<file path="config.mk">
export PLATFORM = sky130hd
export DESIGN_NAME = ysyx_22041461_refill_arbiter
export DESIGN_NICKNAME = d
export VERILOG_FILES = /design/src/rtl/ysyx_22041461_pkg.sv /design/src/rtl/ysyx_22041461_rr_arb2.sv /design/src/rtl/ysyx_22041461_refill_arbiter.sv
export SDC_FILE = /design/constraint.sdc
export NUM_CORES = 1
export LEC_CHECK = 0
export ABC_CLOCK_PERIOD_IN_PS = 3400
export CORE_AREA = 2 2 139 141
export DETAILED_ROUTE_END_ITERATION = 8
export DIE_AREA = 0 0 141 143
export HOLD_SLACK_MARGIN = 0.03
export PLACE_DENSITY_LB_ADDON = 0.3
export SLEW_MARGIN = 20
export SYNTH_ARGS = -nofsm -noshare
export SYNTH_HDL_FRONTEND = slang
export SYNTH_SLANG_ARGS = --single-unit
</file>
<file path="constraint.sdc">
create_clock -name clk -period 3.4 [get_ports clk]
set_input_delay 0.68 -clock clk [delete_from_list [all_inputs] [get_ports clk]]
set_output_delay 0.68 -clock clk [all_outputs]
set_load 0.005 [all_outputs]
</file>
<file path="src/rtl/ysyx_22041461_pkg.sv">
// Shared types and constants for the I/D refill arbiter.
// Latency: n/a (definitions only).
// Backpressure: n/a.
package ysyx_22041461_pkg;

  typedef enum logic [1:0] {
    IDLE = 2'd0,
    ADDR = 2'd1,
    DATA = 2'd2
  } state_t;

  localparam logic OWNER_I = 1'b0;
  localparam logic OWNER_D = 1'b1;

  localparam logic [1:0] RESP_OKAY = 2'b00;

endpackage

</file>
<file path="src/rtl/ysyx_22041461_rr_arb2.sv">
// 2-way round-robin arbiter: one-hot grant from two request bits, pointer register.
// Latency: grant is combinational; pointer moves the cycle after the update pulse.
// Backpressure: grant only while enabled; pointer flips away from the last winner on update.
module ysyx_22041461_rr_arb2
  import ysyx_22041461_pkg::*;
(
  input  logic       clk,
  input  logic       rst,
  input  logic [1:0] i_req,     // bit0 = ICACHE, bit1 = DCACHE
  input  logic       i_en,
  input  logic       i_update,  // end of the granted transaction
  output logic [1:0] o_gnt,
  output logic       o_ptr      // owner currently favoured on contention
);

  logic r_ptr;
  logic r_won;  // owner of the most recent grant, used when the pointer moves

  // Grant the only requester, or the favoured one when both ask.
  always_comb begin
    o_gnt = 2'b00;
    if (i_en) begin
      if (i_req == 2'b11) begin
        o_gnt = (r_ptr == OWNER_D) ? 2'b10 : 2'b01;
      end else begin
        o_gnt = i_req;
      end
    end
  end

  // Remember the winner and hand priority to the other side once it is done.
  always_ff @(posedge clk or posedge rst) begin
    if (rst) begin
      r_ptr <= OWNER_I;
      r_won <= OWNER_I;
    end else begin
      if (|o_gnt) begin
        r_won <= o_gnt[1];
      end
      if (i_update) begin
        r_ptr <= ~r_won;
      end
    end
  end

  assign o_ptr = r_ptr;

endmodule

</file>
<file path="src/rtl/ysyx_22041461_refill_arbiter.sv">
// Shares one AR/R read channel between ICACHE and DCACHE refills, one burst at a time.
// Latency: request accepted at t -> ar_valid at t+1; R beats reach the owner combinationally.
// Backpressure: one outstanding burst; requesters must accept every beat (no resp backpressure).
module ysyx_22041461_refill_arbiter
  import ysyx_22041461_pkg::*;
#(
  parameter int ADDR_W = 64,
  parameter int DATA_W = 64,
  parameter int LEN_W  = 8
) (
  input  logic              clk,
  input  logic              rst,
  input  logic              i_req_valid,
  input  logic [ADDR_W-1:0] i_req_addr,
  input  logic [LEN_W-1:0]  i_req_len,
  output logic              i_req_ready,
  output logic              i_resp_valid,
  input  logic              d_req_valid,
  input  logic [ADDR_W-1:0] d_req_addr,
  input  logic [LEN_W-1:0]  d_req_len,
  output logic              d_req_ready,
  output logic              d_resp_valid,
  output logic [DATA_W-1:0] resp_data,
  output logic              resp_last,
  output logic              resp_err,
  output logic              ar_valid,
  input  logic              ar_ready,
  output logic [ADDR_W-1:0] ar_addr,
  output logic [LEN_W-1:0]  ar_len,
  output logic              ar_id,
  input  logic              r_valid,
  output logic              r_ready,
  input  logic [DATA_W-1:0] r_data,
  input  logic              r_last,
  input  logic [1:0]        r_resp
);

  state_t              r_state;
  state_t              w_state_nxt;
  logic [ADDR_W-1:0]   r_addr;
  logic [LEN_W-1:0]    r_len;
  logic                r_owner;
  logic [LEN_W:0]      r_cnt;
  logic                r_err;

  logic [1:0]          w_req;
  logic [1:0]          w_gnt;
  logic                w_ptr;
  logic                w_arb_en;
  logic                w_owner_nxt;
  logic                w_beat;
  logic                w_last_beat;
  logic                w_beat_err;

  assign w_req    = {d_req_valid, i_req_valid};
  // Keep req_ready low while reset is held, even though the state already reads IDLE.
  assign w_arb_en = (r_state == IDLE) && !rst;

  ysyx_22041461_rr_arb2 u_arb (
    .clk      (clk),
    .rst      (rst),
    .i_req    (w_req),
    .i_en     (w_arb_en),
    .i_update (w_last_beat),
    .o_gnt    (w_gnt),
    .o_ptr    (w_ptr)
  );

  // On contention the owner is whoever the pointer favours, otherwise the lone requester.
  assign w_owner_nxt = (&w_req) ? w_ptr : w_req[1];

  // Next state and per-state handshake outputs.
  always_comb begin
    w_state_nxt = r_state;
    ar_valid    = 1'b0;
    r_ready     = 1'b0;
    case (r_state)
      IDLE: begin
        if (|w_gnt) w_state_nxt = ADDR;
      end
      ADDR: begin
        ar_valid = 1'b1;
        if (ar_ready) w_state_nxt = DATA;
      end
      DATA: begin
        r_ready = 1'b1;
        if (r_valid && r_last) w_state_nxt = IDLE;
      end
      default: w_state_nxt = IDLE;
    endcase
  end

  // State register.
  always_ff @(posedge clk or posedge rst) begin
    if (rst) r_state <= IDLE;
    else     r_state <= w_state_nxt;
  end

  // Capture the winning request so AR stays stable until the handshake.
  always_ff @(posedge clk or posedge rst) begin
    if (rst) begin
      r_addr  <= '0;
      r_len   <= '0;
      r_owner <= OWNER_I;
    end else if (|w_gnt) begin
      r_addr  <= w_gnt[1] ? d_req_addr : i_req_addr;
      r_len   <= w_gnt[1] ? d_req_len  : i_req_len;
      r_owner <= w_owner_nxt;
    end
  end

  assign w_beat      = (r_state == DATA) && r_valid;
  assign w_last_beat = w_beat && r_last;

  // A beat is bad on a non-OKAY response, an early/late last, or running past len.
  assign w_beat_err = (r_resp != RESP_OKAY) ||
                      (r_last ? (r_cnt != {1'b0, r_len}) : (r_cnt >= {1'b0, r_len}));

  // Beat counter and sticky error flag, both scoped to one burst.
  always_ff @(posedge clk or posedge rst) begin
    if (rst) begin
      r_cnt <= '0;
      r_err <= 1'b0;
    end else if ((r_state == ADDR) && ar_ready) begin
      r_cnt <= '0;
      r_err <= 1'b0;
    end else if (w_beat) begin
      if (r_last) begin
        r_cnt <= '0;
        r_err <= 1'b0;
      end else begin
        r_cnt <= r_cnt + (LEN_W+1)'(1);
        r_err <= r_err | w_beat_err;
      end
    end
  end

  assign i_req_ready  = w_gnt[0];
  assign d_req_ready  = w_gnt[1];
  assign ar_addr      = r_addr;
  assign ar_len       = r_len;
  assign ar_id        = r_owner;
  assign i_resp_valid = w_beat && (r_owner == OWNER_I);
  assign d_resp_valid = w_beat && (r_owner == OWNER_D);
  assign resp_data    = w_beat ? r_data : '0;
  assign resp_last    = w_last_beat;
  assign resp_err     = w_last_beat && (r_err || w_beat_err);

endmodule

</file>
-- Word level (Yosys, flattened, before mapping)
Index checks and enable logic that the tools add are counted.
- bits in read-only memories: 0
- input bits: 217
- RAM bits: 0
- bits in latches: 0
- memories kept: 0
- bits in registers: 87
- output and inout port bits: 145
- bitwise logic cells: 3
- multiply operators: 0
- div/mod/pow operators: 0
- magnitude comparators: 1
- multiplexer cells: 20
- equal/unequal tests: 7
- add/subtract/negate cells: 1
- shift operators: 0
- reductions and logical operators: 17
- operators by type and width (kind ; count):
    2-to-1 mux 64 bit ; 2
    2-to-1 mux 9 bit ; 3
    2-to-1 mux 2 bit ; 6
    adder 9 x 1 -> 9 bit (second input constant) ; 1
    greater-or-equal comparator 9 x 8 -> 1 bit ; 1
    != test 9 x 8 -> 1 bit ; 1
    logical AND 1 bit ; 8
    2-to-1 mux 8 bit ; 1
    2-to-1 mux 1 bit ; 7
    case mux 2 bit (3 select lines) ; 1
    == test 2 bit (second input constant) ; 2
    != test 2 bit (second input constant) ; 2
    nonzero test 2 bit ; 2
    AND reduction 3 bit ; 1
    == test 2 x 1 -> 1 bit (second input constant) ; 1
    zero test 2 bit ; 1
    logical OR 1 bit ; 2
    != test 2 x 1 -> 1 bit (second input constant) ; 1
    inverter 1 bit ; 2
    AND reduction 2 bit ; 1
    OR reduction 2 bit ; 1
    zero test 1 bit ; 1
    bitwise OR 1 bit ; 1

-- Logic depth before layout (Yosys ltp)
- depth in word-level cells: 7
- mapped depth: 7
- mapped depth without buffers: 6

-- Cells and area by module
From an unflattened synthesis, not the netlist that was laid out.
- cell total of the unflattened synthesis: 512
- area, all modules: 4790.8 um2
- by module, submodules not included (module ; cells an instance ; times used ; area each (um2) ; sequential area each (um2)):
    ysyx_22041461_refill_arbiter ; 501 ; 1 ; 4693.3 ; 2127.0
    ysyx_22041461_rr_arb2 ; 11 ; 1 ; 97.6 ; 50.0

-- Worst setup path after synthesis
Ideal clock, no wire load.
- kind: in2out
- start: in rst
- end: out d_req_ready
- buffers on the path: 2
- required time: 2.720 ns
- cell stages on the path: 5
- path slack: 1.188 ns
- arrival time: 1.532 ns
- cell sequence: nor3_2 nand3_1 buf_2 buf_1 inv_1
- longest elaborated chain between the ends: 3
- ends and longest elaborated chain (what ; line ; source):
    from (decl) ; ysyx_22041461_refill_arbiter.sv:12 ; input logic rst,
    zero test 1 bit (no source line) ; - ;
    logical AND 1 bit ; ysyx_22041461_refill_arbiter.sv:57 ; assign w_arb_en = (r_state == IDLE) && !rst;
    2-to-1 mux 2 bit ; ysyx_22041461_rr_arb2.sv:22 ; if (i_en) begin
    to (decl) ; ysyx_22041461_refill_arbiter.sv:21 ; output logic d_req_ready,
Every way passes these cells.

-- Worst setup path after layout
- start: in r_valid
- end: out resp_data[41]
- longest elaborated chain between the ends: 2
- ends and longest elaborated chain (what ; line ; source):
    from (decl) ; ysyx_22041461_refill_arbiter.sv:31 ; input logic r_valid,
    logical AND 1 bit ; ysyx_22041461_refill_arbiter.sv:112 ; assign w_beat = (r_state == DATA) && r_valid;
    2-to-1 mux 64 bit ; ysyx_22041461_refill_arbiter.sv:145 ; assign resp_data = w_beat ? r_data : '0;
    to (decl) ; ysyx_22041461_refill_arbiter.sv:23 ; output logic [DATA_W-1:0] resp_data,
Every way passes these cells.

==> out/results.txt <==
fin area - 8700 µm²
Core ar. - 18600 µm²
TritonCTS buffer count - 9
unrepaired setup endpoints after global routing - false
Worst Path Arrival - 2380 ps
Die ar. - 20200 µm²
Residual DRC - 0
Post-DP Area - 8400 µm²
vias per inst - 4.50
Inst Count DP - 1117
final wirelength - 18200 µm
LEAKAGE - 3.62 nW
postcts setup bufs - 0
CTS tree - built
Layout area overhead - 91.9%
Die Span Y - 143 µm
Warnings, synthesis - 0
Seq cells post-synth - 87
syn nets - 778
Max FO, Critical Path - 65
Crit Path Category - in2out
antenna viol nets, final - 0
largest net degree at the start of global routing - 126
global route total overflow - 0
Vias - 5096
status - finished clean
Post-Route Setup TNS - 0 ps
sequential fraction of the synthesis area - 48.0%
hold_sp - u_arb.r_won
Required @ worst endpoint - 2720 ps
PD cells - 627 nW/µm²
Netlist cell types - 36
starting density of the core - 24.4%
Hold Path Class - reg2reg
CP Capture Type - output pin
Antenna diodes - 0
CP Launch Point - r_valid
routability cong. - 0.766
highest clock rate - 327 MHz
Fin. Hold Viols - 0
Syn Area/Cell - 8.21 µm²
async set-reset flop share out of synthesis - 100%
DRT iter0 DRCs - 139
clk buf depth - 2
share of layout cells above drive strength 1 - 3.34%
Detail Placement HPWL - 13600 µm
Final Skew - 8.39 ps
wire per inst - 16.0 µm
top-area cell type share of the netlist area - 48.0%
synthesized cell area - 4530 µm²
synth top area cells - dfrtp_1, and2_1, nand2_1
top post-synthesis cells by count - nand2_1, nor2_1, dfrtp_1
Buffers on Ports - 361
Post-Syn Instances - 552
first-pass GRT wire length - 27800 µm
Clock transition at path regs - 70 ps
vias in the first global route - 5010
# setup viols final - 0
Cell Rows - 50
crit path launch type - primary input
Worst-Margin Slew - 865 ps
Die X - 141 µm
Peak VDD IR - 0.306 mV
clk_lat worst skew - 350 ps
antenna violations before repair - 0
drt pass-1 iters - 6
post-layout min period - 3060 ps
clock tree sinks - 87
Top FF cell, synth - dfrtp_1
Yosys top cell by area - dfrtp_1
Nets - 1120
overall routing resource usage - 17.7%
Slew HR - 42.3%
reg-to-reg startpoint - r_state[0]
non-filler instance count after layout - 1132
most common cell in the netlist - nand2_1
Root Driver - clkbuf_16
Power Total - 0.00546 W
CTS H-tree lvls - 3
Hold-fix buffers, CTS - 0
Max-Cap Viols - 0
Slew Limit Fails - 0
Post-synth EDFFs - 0
final worst-path cycle share - 90.1%
Resized cells post-CTS - 0
IO Pins - 362
## registers in the layout, indices dropped and copies added, names as in the netlist
| name | flops |
|---|---|
| r_cnt | 9 |
| r_state | 2 |
| u_arb.r_won | 1 |
| ar_id | 1 |
| r_err | 1 |
| ar_addr | 64 |
| ar_len | 8 |
| u_arb.o_ptr | 1 |
## power breakdown
| group | switching, W | internal (W) | total, W |
|---|---|---|---|
| sequential | 0.000284 | 0.00151 | 0.00179 |
| combinational | 0.00105 | 0.00156 | 0.00261 |
| clock | 0.000471 | 0.000582 | 0.00105 |
| total | 0.00181 | 0.00365 | 0.00546 |
## worst max-delay path, cell delays in order
cell	delay [ps]
clkdlybuf4s50_1	510
and3b_2	250
buf_12	220
and2_1	170
clkdlybuf4s50_1	540
## cell type report
type / instances / area (µm²)
fillers: 1812 / 9880
multi-input cells: 413 / 2160
clock inverters: 6 / 77.6
clock buffers: 9 / 225
inverters: 14 / 55.1
well taps: 234 / 293
repair buffers: 369 / 3710
flip-flops and latches: 87 / 2180
## per-stage QoR
stage,util (%),worst slack (ps),hold slack (ps)
5_1_grt,46.8,271,512
4_1_cts,46.8,317,465
6_report,46.8,337,465
2_1_floorplan,-,470,438
3_3_place_gp,45.2,351,452
3_5_place_dp,45.2,329,455
## cell families (layout without fill, tap and decap cells)
| kind of cell | count (synthesis) | count (layout) | share of synthesized area, % |
|---|---|---|---|
| flip-flops | 87 | 87 | 48.0 |
| AND/OR/NAND/NOR | 300 | 300 | 30.3 |
| buffers and inverters | 52 | 398 | 4.83 |
| AO/OA/AOI/OAI | 102 | 102 | 14.0 |
| adder cells (fa/ha/maj) | 9 | 9 | 2.48 |
| XOR/XNOR | 2 | 2 | 0.386 |
## final timing paths
check,endpoint,slack (ps),cells after the start
max in group asynchronous,ar_addr[36],1890,3
min in group asynchronous,r_state[1],840,2
hold reg to reg,u_arb.o_ptr,470,1
setup / recovery,resp_data[41],340,5
hold / removal,u_arb.o_ptr,470,1
setup reg to reg,ar_addr[62],1410,6
## cell usage in the layout (no fill, tap or decap), types with 2 or more instances in the layout
master	n
a21o_1	2
a21oi_1	10
a31oi_1	52
and2_1	65
and3_1	2
buf_12	3
buf_4	5
clkbuf_16	9
clkdlybuf4s50_1	361
dfrtp_1	87
ha_1	9
inv_1	12
inv_6	2
inv_8	2
nand2_1	107
nand2b_1	3
nand3_1	4
nand3_4	2
nand3b_1	4
nor2_1	98
nor2b_1	2
nor3_1	4
nor4b_1	2
o211ai_1	2
o21ai_0	6
o22ai_1	26
## per-layer routing
metal / up-vias / part of all wire, % / GRT usage [%]
li1: 2529 / - / -
met1: 2310 / 41 / 20.1
met2: 234 / 49 / 31.2
met3: 23 / 8.9 / 6.51
met4: 0 / 1.6 / 5.16
met5: - / 0 / 0
(Power assumes the default switching activity.)
